`src/rtl/mod_updown_counter.sv`:
```
// Modulo-MODULUS up/down counter with parallel load, synchronous clear,
// combinational terminal count, a registered wrap pulse and a sticky
// overflow flag. Arithmetic is modulo MODULUS, so q never reaches MODULUS
// even when MODULUS is smaller than 2**WIDTH.
module mod_updown_counter #(
  parameter int WIDTH   = 4,
  parameter int MODULUS = 16
) (
  input  logic             clk,
  input  logic             rst,
  input  logic             en,
  input  logic             up,
  input  logic             load,
  input  logic [WIDTH-1:0] load_val,
  input  logic             clr,
  output logic [WIDTH-1:0] q,
  output logic             tc,
  output logic             wrap,
  output logic             ovf
);

  // Highest legal count and the unit step, both sized to the register.
  localparam logic [WIDTH-1:0] MAX_VAL = WIDTH'(MODULUS - 1);
  localparam logic [WIDTH-1:0] ZERO    = '0;
  localparam logic [WIDTH-1:0] ONE     = WIDTH'(1);

  logic [WIDTH-1:0] q_q, q_d;
  logic             wrap_q, wrap_d;
  logic             ovf_q, ovf_d;

  logic at_top, at_bottom;

  assign at_top    = (q_q == MAX_VAL);
  assign at_bottom = (q_q == ZERO);

  // Next-state selection with priority clr > load > en; idle holds q.
  always_comb begin
    q_d    = q_q;
    wrap_d = 1'b0;
    ovf_d  = ovf_q;
    if (clr) begin
      q_d   = ZERO;
      ovf_d = 1'b0;
    end else if (load) begin
      // Out-of-range load values saturate at the top of the range.
      q_d = (load_val > MAX_VAL) ? MAX_VAL : load_val;
    end else if (en) begin
      if (up) begin
        if (at_top) begin
          q_d    = ZERO;
          wrap_d = 1'b1;
          ovf_d  = 1'b1;
        end else begin
          q_d = q_q + ONE;
        end
      end else begin
        if (at_bottom) begin
          q_d    = MAX_VAL;
          wrap_d = 1'b1;
          ovf_d  = 1'b1;
        end else begin
          q_d = q_q - ONE;
        end
      end
    end
  end

  // State registers; reset clears count and flags without waiting for clk.
  always_ff @(posedge clk or negedge rst) begin
    if (!rst) begin
      q_q    <= ZERO;
      wrap_q <= 1'b0;
      ovf_q  <= 1'b0;
    end else begin
      q_q    <= q_d;
      wrap_q <= wrap_d;
      ovf_q  <= ovf_d;
    end
  end

  // Terminal count looks at the live enable and direction, zero latency.
  assign tc   = en & ((up & at_top) | (~up & at_bottom));
  assign q    = q_q;
  assign wrap = wrap_q;
  assign ovf  = ovf_q;

endmodule

```
`config.mk`:
```
export PLATFORM = sky130hd
export DESIGN_NAME = mod_updown_counter
export DESIGN_NICKNAME = d
export VERILOG_FILES = /design/src/rtl/mod_updown_counter.sv
export SDC_FILE = /design/constraint.sdc
export NUM_CORES = 1
export LEC_CHECK = 0
export BUFFER_PORTS_ARGS = -buffer_cell sky130_fd_sc_hd__clkbuf_2
export CAP_MARGIN = 20
export CORE_MARGIN = 2
export CORE_UTILIZATION = 30
export CTS_CLUSTER_SIZE = 14
export DETAILED_ROUTE_END_ITERATION = 8
export PLACE_DENSITY = 0.56
export SLEW_MARGIN = 10
export SYNTH_ARGS = -nofsm -noshare
export SYNTH_HDL_FRONTEND = slang
export SYNTH_SLANG_ARGS = --single-unit
```
`constraint.sdc`:
```
create_clock -name clk -period 2 [get_ports clk]
set_clock_uncertainty 0.05 [all_clocks]
set_input_delay 0.3 -clock clk [delete_from_list [all_inputs] [get_ports clk]]
set_output_delay 0.3 -clock clk [all_outputs]
set_load 0.01 [all_outputs]
```
# ---- Word-level counts from Yosys, hierarchy flattened
# Index checks and enable logic that the tools add are counted.
# Widths: inputs -> output; s select.
dict set report word_totals {
  register_bits 6
  latch_bits 0
  ram_bits 0
  romBits 0
  input_bits 10
  wordCells 38
  memories 0
}
dict set report classes {
  n_addsub 2
  multipliers 0
  n_div 0
  order_cmp 1
  eq_ne 3
  n_shift 0
  n_mux 19
  bitwise 5
  n_reduce_logical 5
}
# operator count
set op_table {}
lappend op_table {{$mux 4} 7}
lappend op_table {{$mux 1} 12}
lappend op_table {{$reduce_bool 3->1} 2}
lappend op_table {{$add 4x1->4 const B} 1}
lappend op_table {{$eq 4x4->1 const B} 1}
lappend op_table {{$gt 4x4->1 const B} 1}
lappend op_table {{$logic_not 4->1} 1}
lappend op_table {{$reduce_and 4->1} 1}
lappend op_table {{$sub 4x1->4 const B} 1}
lappend op_table {{$and 1x1->1} 3}
lappend op_table {{$ne 3x1->1 const B} 1}
lappend op_table {{$ne 2x1->1 const B} 1}
lappend op_table {{$reduce_bool 2->1} 1}
lappend op_table {{$not 1->1} 1}
lappend op_table {{$or 1x1->1} 1}

# ---- Logic depth before layout (Yosys ltp)
dict set report depth {
  depth_word 6
  depth_mapped 6
  ltp_nobuf 6
}

# ---- Worst setup path before layout
# No wires, ideal clock.
dict set report synth_path {
  path_kind {reg-to-output}
  startpoint {register q_q[0], in the netlist q[0]}
  endpoint {output port tc}
  arrival_time_ns 1.203
  t_required_ns 1.650
  setup_slack_ns 0.447
  stages_incl_launch_ff 6
  n_path_buf 0
  path_cell_list {dfrtp_1 inv_1 ha_1 nor4b_2 o21ai_1 inv_1}
}
dict set report synth_between {
  elab_chain_cells 4
  elab_cells_between_ends 6
  cone_classes {1 x eq/ne; 4 x bitwise; 1 x reduce/logical}
}
# item line_no
set synth_rtl {}
lappend synth_rtl {{start, declared} 27} ;# logic [WIDTH-1:0] q_q, q_d;
lappend synth_rtl {{start signal, assigned} 75} ;# q_q <= q_d;
lappend synth_rtl {{$eq 4x4->1 / $logic_not 4->1 (equally long branches)} {33, 34}}
lappend synth_rtl {{$and 1x1->1} 82} ;# assign tc = en & ((up & at_top) | (~up & at_bottom));
lappend synth_rtl {{$or 1x1->1 *} 82}
lappend synth_rtl {{$and 1x1->1 *} 82}
lappend synth_rtl {{end, declared} 17} ;# output logic tc,
# Every way passes the cells marked *; elsewhere a longest branch is shown, timed or not.

# ---- Worst setup path after layout
# Ends and elaborated chain as after synthesis.

==> impl_results.md <==
- Post-route cell area: 586 sq um
- Filler cell count: 159
- Clock transition at path regs: 40 ps
- Drt pass-1 iters: 4
- Largest net degree at the start of global routing: 12
- Layout Utilization: 0.398
- # rows: 14
- Placed instance area: 538 sq um
- Asr flop ratio synth: 1.00
- Area delta synth->final: 27.9%
- P per Cell Area: 603 mW/mm^2
- Clk root buf: clkbuf_4
- Post-Syn Area: 458 sq um
- Global-route wire length before repair: 1.75 mm
- Largest stage delay, worst path: 450 ps
- Combinational fraction of design power: 0.259
- Outcome: finished, final reports clean
- TritonCTS clock tree: yes
- Clk buf depth: 2
- Count of final hold-check violations: 0
- P_leak: 0.000294 uW
- RSZ-0062 raised after global routing: no
- I/O pin count: 17
- Initial DRC count: 5
- GRT Total Usage: 0.128
- Die area: 0.00186 sq mm
- Die Y: 43.1 microns
- Max-Cap Viols: 0
- Finish-stage setup viols: 0
- Yosys reg bits: 6
- EDFF count, synth: 0
- WP data arrival: 1530 ps
- Min-delay src: clr
- Total inserted antenna cells: 0
- Syn_area_per_cell: 8.64 sq um
- Seq pwr share: 0.418
- Clock share of power: 0.324
- Worst Tran Pin Value: 443 ps
- Cts bufs inserted: 3
- Final HPWL DP: 779 microns
- CP cell instances: ha_1, and4_1, o21ai_2, inv_1, clkbuf_2
- CP max-delay cell: dfrtp_2
- Core ar.: 0.00147 sq mm
- Syn_nets: 65
- GPL Wtd Cong: 0.735
- Worst slack at placement: 283 ps
- Vias per cell: 5.08
- Reg2reg start: q[0]
- Period utilisation layout: 0.939
- Hold WC Path Type: input pin to flip-flop
- Sequential area share after synthesis: 0.328
- # nets final: 84
- Final setup TNS: 0 ps
- Setup Fix Bufs, Post-CTS: 0
- Max VDD drop: 0.000322 V
- Detail Route Antenna Nets: 0
- Total number of vias: 437
- Post-synthesis cell count: 53
- Antenna violations before repair: 0
- Vias in the first global route: 397
- Setup slack after layout: 123 ps
- Hold Worst Slack: 241 ps
- Int Power: 244 uW
- Layout cells sized above 1: 0.343
- Chip width: 43.1 microns
- Worst Path Required: 1650 ps
- Most used DFF post-synth: dfrtp_1
- Max-slew violation count: 0
- Routed Wire Length: 1.06 mm
- Drt wl/cell: 12.3 microns
- Switching Power: 109 uW
- Yosys cell types: 29
- Switching share of power: 0.309
- Yosys warnings: 0
- Total number of H-tree levels: 1
- Peak Freq: 0.533 GHz
- Crit path capture type: primary output
- Relative slew slack: 0.697
- Worst-skew pair later-pin latency: 250 ps
- CP Launch Type: flip-flop
- Total grt overflow: 0
- Starting Density: 0.311
- Crit path kind: flip-flop to primary output
- Crit path from: q[0]
- DRC viols: 0
- Critical path fanouts, max: 9
- Clk sink count: 6
- I/O Buffers: 16
- Post-layout min period: 1880 ps
-- worst paths after layout --
check / end / slack [ps] / cells past startpoint
max in group asynchronous: q[0] / 1360 / 2
setup / recovery: tc / 120 / 5
min in group asynchronous: wrap / 370 / 2
setup reg to reg: q[3] / 380 / 5
hold reg to reg: ovf / 560 / 2
hold / removal: q[0] / 240 / 2
-- routing by layer --
metal,share of wire,routed length (microns),GRT usage,vias up
li1,-,-,-,223
met1,0.45,474,0.146,204
met2,0.51,535,0.212,10
met3,0.046,49,0.0638,0
met4,0,0,0.0364,0
met5,0,0,0,-
-- flip-flops by register name (all words and copies together), names as in the netlist --
| register | flops |
|---|---|
| ovf | 1 |
| wrap | 1 |
| q | 4 |
-- cells by family after synthesis --
kind of cell             synth area share
multiplexers                       0.0437
AND/OR/NAND/NOR                     0.205
flip-flops                          0.328
adder cells (fa/ha/maj)            0.0546
AO/OA/AOI/OAI                       0.221
buffers and inverters               0.109
XOR/XNOR                           0.0383
-- stage by stage --
| stage | total power (uW) | cells |
|---|---|---|
| final | 353 | 86 |
| after global routing | 381 | 86 |
| after CTS | 355 | 86 |
| after detailed placement | 234 | 82 |
| after global placement | 234 | 82 |
| after floorplan | 205 | 53 |
-- cells in the final DEF, fill, tap and decap left out, types with 2 or more instances in the layout --
master,n
a21oi_1,3
clkbuf_2,16
clkbuf_4,3
dfrtp_1,4
dfrtp_2,2
ha_1,2
inv_1,8
mux2i_1,2
nand2_1,3
nor2_1,4
nor3_1,3
xnor2_1,2
-- area by class of cell --
type | instances | area, sq um | share of cell area
Clock buffer | 3 | 22.5 | 0.0385
Inverter | 8 | 30.0 | 0.0513
Multi-Input combinational cell | 36 | 270 | 0.462
Sequential cell | 6 | 153 | 0.261
Tap cell | 16 | 20.0 | 0.0342
Timing Repair Buffer | 17 | 90.1 | 0.154
-- worst max-delay path: cells and delay by family, from the launching register on --
family / cells / cell delay, ps
compound gates: 1 / 160
fa+ha+maj: 1 / 270
buf+inv: 2 / 170
flops: 1 / 450
simple gates: 1 / 220
-- repair_timing --
action | CTS | global route
gates resized for setup | 0 | 4
hold buffers | 1 | 0
hold endpoints to repair | 6 | 0
setup endpoints to repair | 0 | 1
-- cell usage after synthesis, types with 2 or more instances --
master   number  area [sq um]
mux2i_1       2          20.0
a21oi_1       3          15.0
ha_1          2          25.0
nor3_1        3          15.0
nand2_1       3          11.3
dfrtp_1       6           150
nor2_1        4          15.0
xnor2_1       2          17.5
inv_1         8          30.0
-- power groups by stage --
stage               sequential [uW]  combinational [uW]  clock [uW]
floorplan                       145                60.6           0
global placement                147                86.8           0
detailed placement              147                86.6           0
CTS                             145                88.4         121
global route                    149                 102         130
finish                          147                91.3         114
No activity file was read; power rests on OpenSTA's default activity.
